File: src/rtl/uart_receiver_pkg.sv
// Shared definitions for the UART receiver: frame constants, the RX state
// encoding and the baud-rate divisor table.
package uart_receiver_pkg;

  localparam int       DEF_OVERSAMPLE = 16;
  localparam int       DATA_BITS      = 8;
  localparam logic     IDLE_LEVEL     = 1'b1;
  localparam int       BAUD_CNT_W     = 14;

  typedef enum logic [2:0] {
    ST_IDLE   = 3'd0,
    ST_START  = 3'd1,
    ST_DATA   = 3'd2,
    ST_PARITY = 3'd3,
    ST_STOP   = 3'd4
  } rx_state_e;

  // Clocks per sample tick (16x baud) for a 50 MHz clk, same code table as
  // the transmitter.
  function automatic logic [BAUD_CNT_W-1:0] baud_divisor(input logic [2:0] sel);
    case (sel)
      3'd0:    return 14'd10417; // 300
      3'd1:    return 14'd2604;  // 1200
      3'd2:    return 14'd651;   // 4800
      3'd3:    return 14'd326;   // 9600
      3'd4:    return 14'd163;   // 19200
      3'd5:    return 14'd81;    // 38400
      3'd6:    return 14'd54;    // 57600
      default: return 14'd27;    // 115200
    endcase
  endfunction

endpackage

File: src/rtl/baud_controller.sv
// Sample-enable generator: one-clk pulse at 16x the selected baud rate.
module baud_controller
  import uart_receiver_pkg::*;
(
  input  logic       clk,
  input  logic       rst,
  input  logic [2:0] baud_select,
  output logic       sample_enable
);

  logic [BAUD_CNT_W-1:0] cnt;
  logic [BAUD_CNT_W-1:0] last;

  assign last = baud_divisor(baud_select) - 1'b1;

  // Free-running divider; ">=" keeps it bounded if baud_select shrinks.
  // NOTE: sequential state uses non-blocking assignments so every flop
  // samples pre-edge values regardless of process ordering.
  always_ff @(posedge clk) begin
    if (rst) begin
      cnt           <= '0;
      sample_enable <= 1'b0;
    end else if (cnt >= last) begin
      cnt           <= '0;
      sample_enable <= 1'b1;
    end else begin
      cnt           <= cnt + 1'b1;
      sample_enable <= 1'b0;
    end
  end

endmodule

File: src/rtl/uart_rx_sync.sv
// RxD synchronizer into clk plus falling-edge detector on the synchronized line.
module uart_rx_sync
  import uart_receiver_pkg::*;
#(
  parameter int SYNC_STAGES = 2
) (
  input  logic clk,
  input  logic rst,
  input  logic rxd,
  output logic rxs,
  output logic fall
);

  logic [SYNC_STAGES-1:0] sync_q;
  logic                   rxs_q;

  // Shift the raw line through the synchronizer; reset to the idle level so
  // reset release never looks like a start bit.
  always_ff @(posedge clk) begin
    if (rst) begin
      sync_q <= {SYNC_STAGES{IDLE_LEVEL}};
      rxs_q  <= IDLE_LEVEL;
    end else begin
      sync_q <= {sync_q[SYNC_STAGES-2:0], rxd};
      rxs_q  <= sync_q[SYNC_STAGES-1];
    end
  end

  assign rxs  = sync_q[SYNC_STAGES-1];
  assign fall = rxs_q & ~rxs;

endmodule

File: src/rtl/uart_receiver.sv
// UART receiver: 8 data bits LSB first, even (XOR) parity, one stop bit,
// mid-bit sampling at OVERSAMPLE ticks per bit.
module uart_receiver
  import uart_receiver_pkg::*;
#(
  parameter int OVERSAMPLE  = DEF_OVERSAMPLE,
  parameter int SYNC_STAGES = 2
) (
  input  logic       clk,
  input  logic       rst,
  input  logic       RxD,
  input  logic [2:0] baud_select,
  input  logic       Rx_EN,
  output logic [7:0] Rx_DATA,
  output logic       Rx_VALID,
  output logic       Rx_PERROR,
  output logic       Rx_FERROR
);

  localparam logic [3:0] TICK_MID  = 4'(OVERSAMPLE / 2 - 1);
  localparam logic [3:0] TICK_LAST = 4'(OVERSAMPLE - 1);
  localparam logic [2:0] BIT_LAST  = 3'(DATA_BITS - 1);

  rx_state_e state, state_nxt;

  logic       tick;
  logic       rxs;
  logic       fall;
  logic [3:0] tick_cnt;
  logic [2:0] bit_cnt;
  logic [7:0] shift;
  logic       par_bit;

  // Decoded strobes for the datapath
  logic mid_start;
  logic full_bit;
  logic start_ok;
  logic bit_sample;
  logic par_sample;
  logic stop_sample;
  logic clr_tick;

  baud_controller u_baud (
    .clk           (clk),
    .rst           (rst),
    .baud_select   (baud_select),
    .sample_enable (tick)
  );

  uart_rx_sync #(
    .SYNC_STAGES (SYNC_STAGES)
  ) u_sync (
    .clk  (clk),
    .rst  (rst),
    .rxd  (RxD),
    .rxs  (rxs),
    .fall (fall)
  );

  // State register
  always_ff @(posedge clk) begin
    if (rst) state <= ST_IDLE;
    else     state <= state_nxt;
  end

  // Next-state logic; a disabled receiver always drops back to idle
  always_comb begin
    // NOTE: default first so every path assigns state_nxt and no latch forms.
    state_nxt = state;
    if (!Rx_EN) begin
      state_nxt = ST_IDLE;
    end else begin
      case (state)
        ST_IDLE:   if (fall) state_nxt = ST_START;
        ST_START:  if (mid_start) state_nxt = rxs ? ST_IDLE : ST_DATA;
        ST_DATA:   if (full_bit && bit_cnt == BIT_LAST) state_nxt = ST_PARITY;
        ST_PARITY: if (full_bit) state_nxt = ST_STOP;
        ST_STOP:   if (full_bit) state_nxt = ST_IDLE;
        default:   state_nxt = ST_IDLE;
      endcase
    end
  end

  // Output/strobe decode from state, tick and counters
  always_comb begin
    mid_start   = tick && (tick_cnt == TICK_MID);
    full_bit    = tick && (tick_cnt == TICK_LAST);
    start_ok    = (state == ST_START)  && mid_start && !rxs;
    bit_sample  = (state == ST_DATA)   && full_bit;
    par_sample  = (state == ST_PARITY) && full_bit;
    stop_sample = (state == ST_STOP)   && full_bit;
    clr_tick    = ((state == ST_IDLE) && fall) || start_ok;
  end

  // Counters, shift register and frame result registers
  always_ff @(posedge clk) begin
    if (rst) begin
      tick_cnt  <= '0;
      bit_cnt   <= '0;
      shift     <= '0;
      par_bit   <= 1'b0;
      Rx_DATA   <= 8'h00;
      Rx_VALID  <= 1'b0;
      Rx_PERROR <= 1'b0;
      Rx_FERROR <= 1'b0;
    end else if (!Rx_EN) begin
      tick_cnt <= '0;
      bit_cnt  <= '0;
      Rx_VALID <= 1'b0;
    end else begin
      Rx_VALID <= 1'b0;

      if (clr_tick)
        tick_cnt <= '0;
      else if (tick)
        tick_cnt <= (tick_cnt == TICK_LAST) ? 4'd0 : tick_cnt + 4'd1;

      if (start_ok) begin
        bit_cnt   <= '0;
        Rx_PERROR <= 1'b0;
        Rx_FERROR <= 1'b0;
      end

      if (bit_sample) begin
        shift   <= {rxs, shift[7:1]};
        bit_cnt <= bit_cnt + 3'd1;
      end

      if (par_sample)
        par_bit <= rxs;

      if (stop_sample) begin
        Rx_DATA   <= shift;
        Rx_PERROR <= par_bit ^ (^shift);
        Rx_FERROR <= ~rxs;
        Rx_VALID  <= 1'b1;
      end
    end
  end

endmodule

File: config.mk
export PLATFORM = sky130hd
export DESIGN_NAME = uart_receiver
export DESIGN_NICKNAME = d
export VERILOG_FILES = /design/src/rtl/uart_receiver_pkg.sv /design/src/rtl/baud_controller.sv /design/src/rtl/uart_rx_sync.sv /design/src/rtl/uart_receiver.sv
export SDC_FILE = /design/constraint.sdc
export NUM_CORES = 1
export LEC_CHECK = 0
export ABC_CLOCK_PERIOD_IN_PS = 3600
export CAP_MARGIN = 20
export CORE_ASPECT_RATIO = 0.75
export CORE_MARGIN = 5
export CORE_UTILIZATION = 26
export DETAILED_ROUTE_END_ITERATION = 10
export SYNTH_ARGS = -nofsm -noshare
export SYNTH_HDL_FRONTEND = slang
export SYNTH_HIERARCHICAL = 1
export SYNTH_SLANG_ARGS = --single-unit
File: constraint.sdc
create_clock -name clk -period 3.6 [get_ports clk]
set_input_delay 0.54 -clock clk [delete_from_list [all_inputs] [get_ports clk]]
set_output_delay 0.54 -clock clk [all_outputs]
set_load 0.02 [all_outputs]
==> out/metrics.cfg <==
[cells_and_area]
n_fill_cell = 1026
area.growth.synth_to_final_pct = 16.8
layout-drive-gt1-share_pct = 14.7
nets = 332
diodes = 0
seqCellArea_um2 = 961
multi_input_area_um2 = 1660
fin_util_pct = 31.2
final_cells = 443

[global_routing]
grt_max_degree = 17
grt_pass1_wl_mm = 9.07
gr-total-overflow = 0
antenna_found_initial = 0
first_global_vias = 1962
track_usage_pct = 8.51

[floorplan]
die_w_um = 129
core_um2 = 10300
die_h_um = 99.0
num_rows = 32
io_pins = 18
die_area_um2 = 12700
initial_utilization_pct = 26.7

[drt]
drc = 0
finalWirelength_mm = 5.23
drt-pass1-iter-count = 4
vias = 2056
first_iter_violations = 90
antenna_left = 0
wl_per_cell_um = 11.8
via_per_inst = 4.64

[timing]
layout_setup_ws_ns = 0.360
tns_ns = 0
drv_slew = 0
hold_viol_final = 0
worst_pin_slew_ns = 0.953
max_freq_mhz = 309
setup_violations = 0
rsz0062_at_grt = no
finalCriticalPeriod_ns = 3.24
period_share_pct = 90.0
clock_skew_ns = 0.00835
slew_headroom_pct = 36.4

[synth]
ys.flop_type = dfxtp_1
synth_area_leaders = dfxtp_1 (35%), ha_1 (8.7%), nor4_2 (6.4%)
synth_cell_types = 57
synth_edf_count = 0
synth_warnings = 6
yosysTopAreaCell = dfxtp_1
postSynth.asyncResetShare_pct = 0
synth_commonest_cells = dfxtp_1 (48), nand2_1 (28), nor2_1 (28)
postSynthAreaPerCell_um2 = 9.47
syn-cell-area_um2 = 2750
yosysSeqAreaShare_pct = 35.0
synth_top_area_share_pct = 35.0
synth.most_common_cell = dfxtp_1
synthCells = 290
synth_seq_cells = 48

[worst_setup_path]
crit_buf_inv = 2
slowest_delay_ns = 0.77
path_max_fanout = 15
cp_top_family = compound AO/OA/AOI/OAI gates
cp.required_ns = 3.83
slowest_stage = a311oi_4
start_kind = primary input
crit_top_cell = ha_1
endpoint_kind = register
cp.arrival_ns = 3.47
cp_cell_sequence = clkdlybuf4s50_1 > inv_1 > mux2i_1 > ha_1 > nor2_1 > a21oi_1 > a2bb2oi_1 > ha_1 > and4_4 > o21ai_2 > a311oi_4 > o31a_2
path_class = primary input to register

[hold_path]
hp-class = register to register

[placement]
gp_congestion = 0.749
pre_cts_ws_ns = 0.0745
portBuffers = 17
placed_cells = 435
place_hpwl_mm = 3.95

[flow_run]
max_cap_viol_count = 0

[status]
status = finished, final reports clean

[clock_tree]
insertion_delay_ns = 0.28
ctsRootBufferMaster = clkbuf_16
clk_pin_slew_ns = 0.07
hold_buffers = 0
cts_tree = yes
cts_resized = 0
clk_path_buf_depth = 2
cts.sinks = 48
cts_buffers = 5
cts_setup_buffers = 0
cts-htree-levels = 2

[power_and_ir_drop]
power.density_nw_per_um2 = 359
p_leak_nw = 1.13
p_total_w = 0.00115
ir_worst_vdd_mv = 0.138

-- routing by layer --
layer / wire, um / vias to the layer above / global-route usage [%]
met5: 0 / - / 0
met4: 54 / 0 / 2.34
met3: 173 / 6 / 2.55
met2: 2350 / 20 / 13.1
met1: 2650 / 973 / 11.6
li1: - / 1057 / -
-- area by class of cell --
cell class | count | share of cell area, %
clock buffers | 5 | 3.90
clock inverters | 3 | 1.48
inverters | 8 | 0.935
repair buffers | 23 | 6.70
flip-flops and latches | 48 | 29.9
well taps | 136 | 5.30
multi-input cells | 220 | 51.8
-- placed cells by master, fill, tap and decap left out, types with 2 or more instances in the layout --
cell type	Yosys	layout
a311oi_1	2	2
xnor2_1	18	18
o21ai_0	3	3
clkinv_4	0	2
mux2i_1	14	14
conb_1	1	2
nor2_1	28	28
ha_1	19	19
nand2_1	28	28
inv_1	8	8
nor4_2	14	14
and4_4	2	2
a21o_1	4	4
a22oi_1	4	4
clkbuf_16	0	5
nor3_1	6	6
nand4_1	2	2
nor2b_1	7	7
nand2b_1	4	4
nor4_1	2	2
xor2_1	4	4
buf_4	0	6
nand3_1	7	7
clkdlybuf4s50_1	0	17
o21bai_1	2	2
nor3b_1	2	2
o21ai_2	2	2
or2_1	3	3
dfxtp_1	48	48
a21oi_1	16	16
-- path summary, 6_finish.rpt --
kind	from	endpoint	slack, ns	cells past startpoint
max	baud_select[0]	u_baud/sample_enable	0.36	12
min	u_sync/sync_q[0]	u_sync/sync_q[1]	0.41	1
max reg2reg	u_baud/cnt[11]	u_baud/sample_enable	1.38	5
min reg2reg	u_sync/sync_q[0]	u_sync/sync_q[1]	0.41	1
-- registers in the layout, indices dropped and copies added, names as in the netlist --
signal and cells:
bit_cnt 3, state 3, tick_cnt 4, Rx_PERROR 1
Rx_FERROR 1, u_baud/sample_enable 1, Rx_VALID 1, u_sync/rxs_q 1
par_bit 1, shift 8, Rx_DATA 8, u_sync/sync_q 2
u_baud/cnt 14
-- power by group --
part	internal [W]	leakage, nW	switching [W]	total [W]
sequential	0.000536	0.388	0.00000649	0.000542
clock	0.000330	0.0840	0.000197	0.000526
combinational	0.0000394	0.653	0.0000444	0.0000838
-- cell families after synthesis --
group | synth area share [%]
compound gates | 11.7
xor+xnor | 7.83
fa+ha+maj | 8.65
buf+inv | 4.69
flops | 35.0
mux | 5.10
other cells | 0.136
simple gates | 27.0
-- through the flow --
| stage | instance area, um2 | hold slack [ns] |
|---|---|---|
| after global routing | 3210 | 0.428 |
| after global placement | 3040 | 0.397 |
| final | 3210 | 0.406 |
| after CTS | 3210 | 0.410 |
| after detailed placement | 3040 | 0.395 |
| after floorplan | 2750 | 0.385 |
Power figures use the tool's default switching activity.
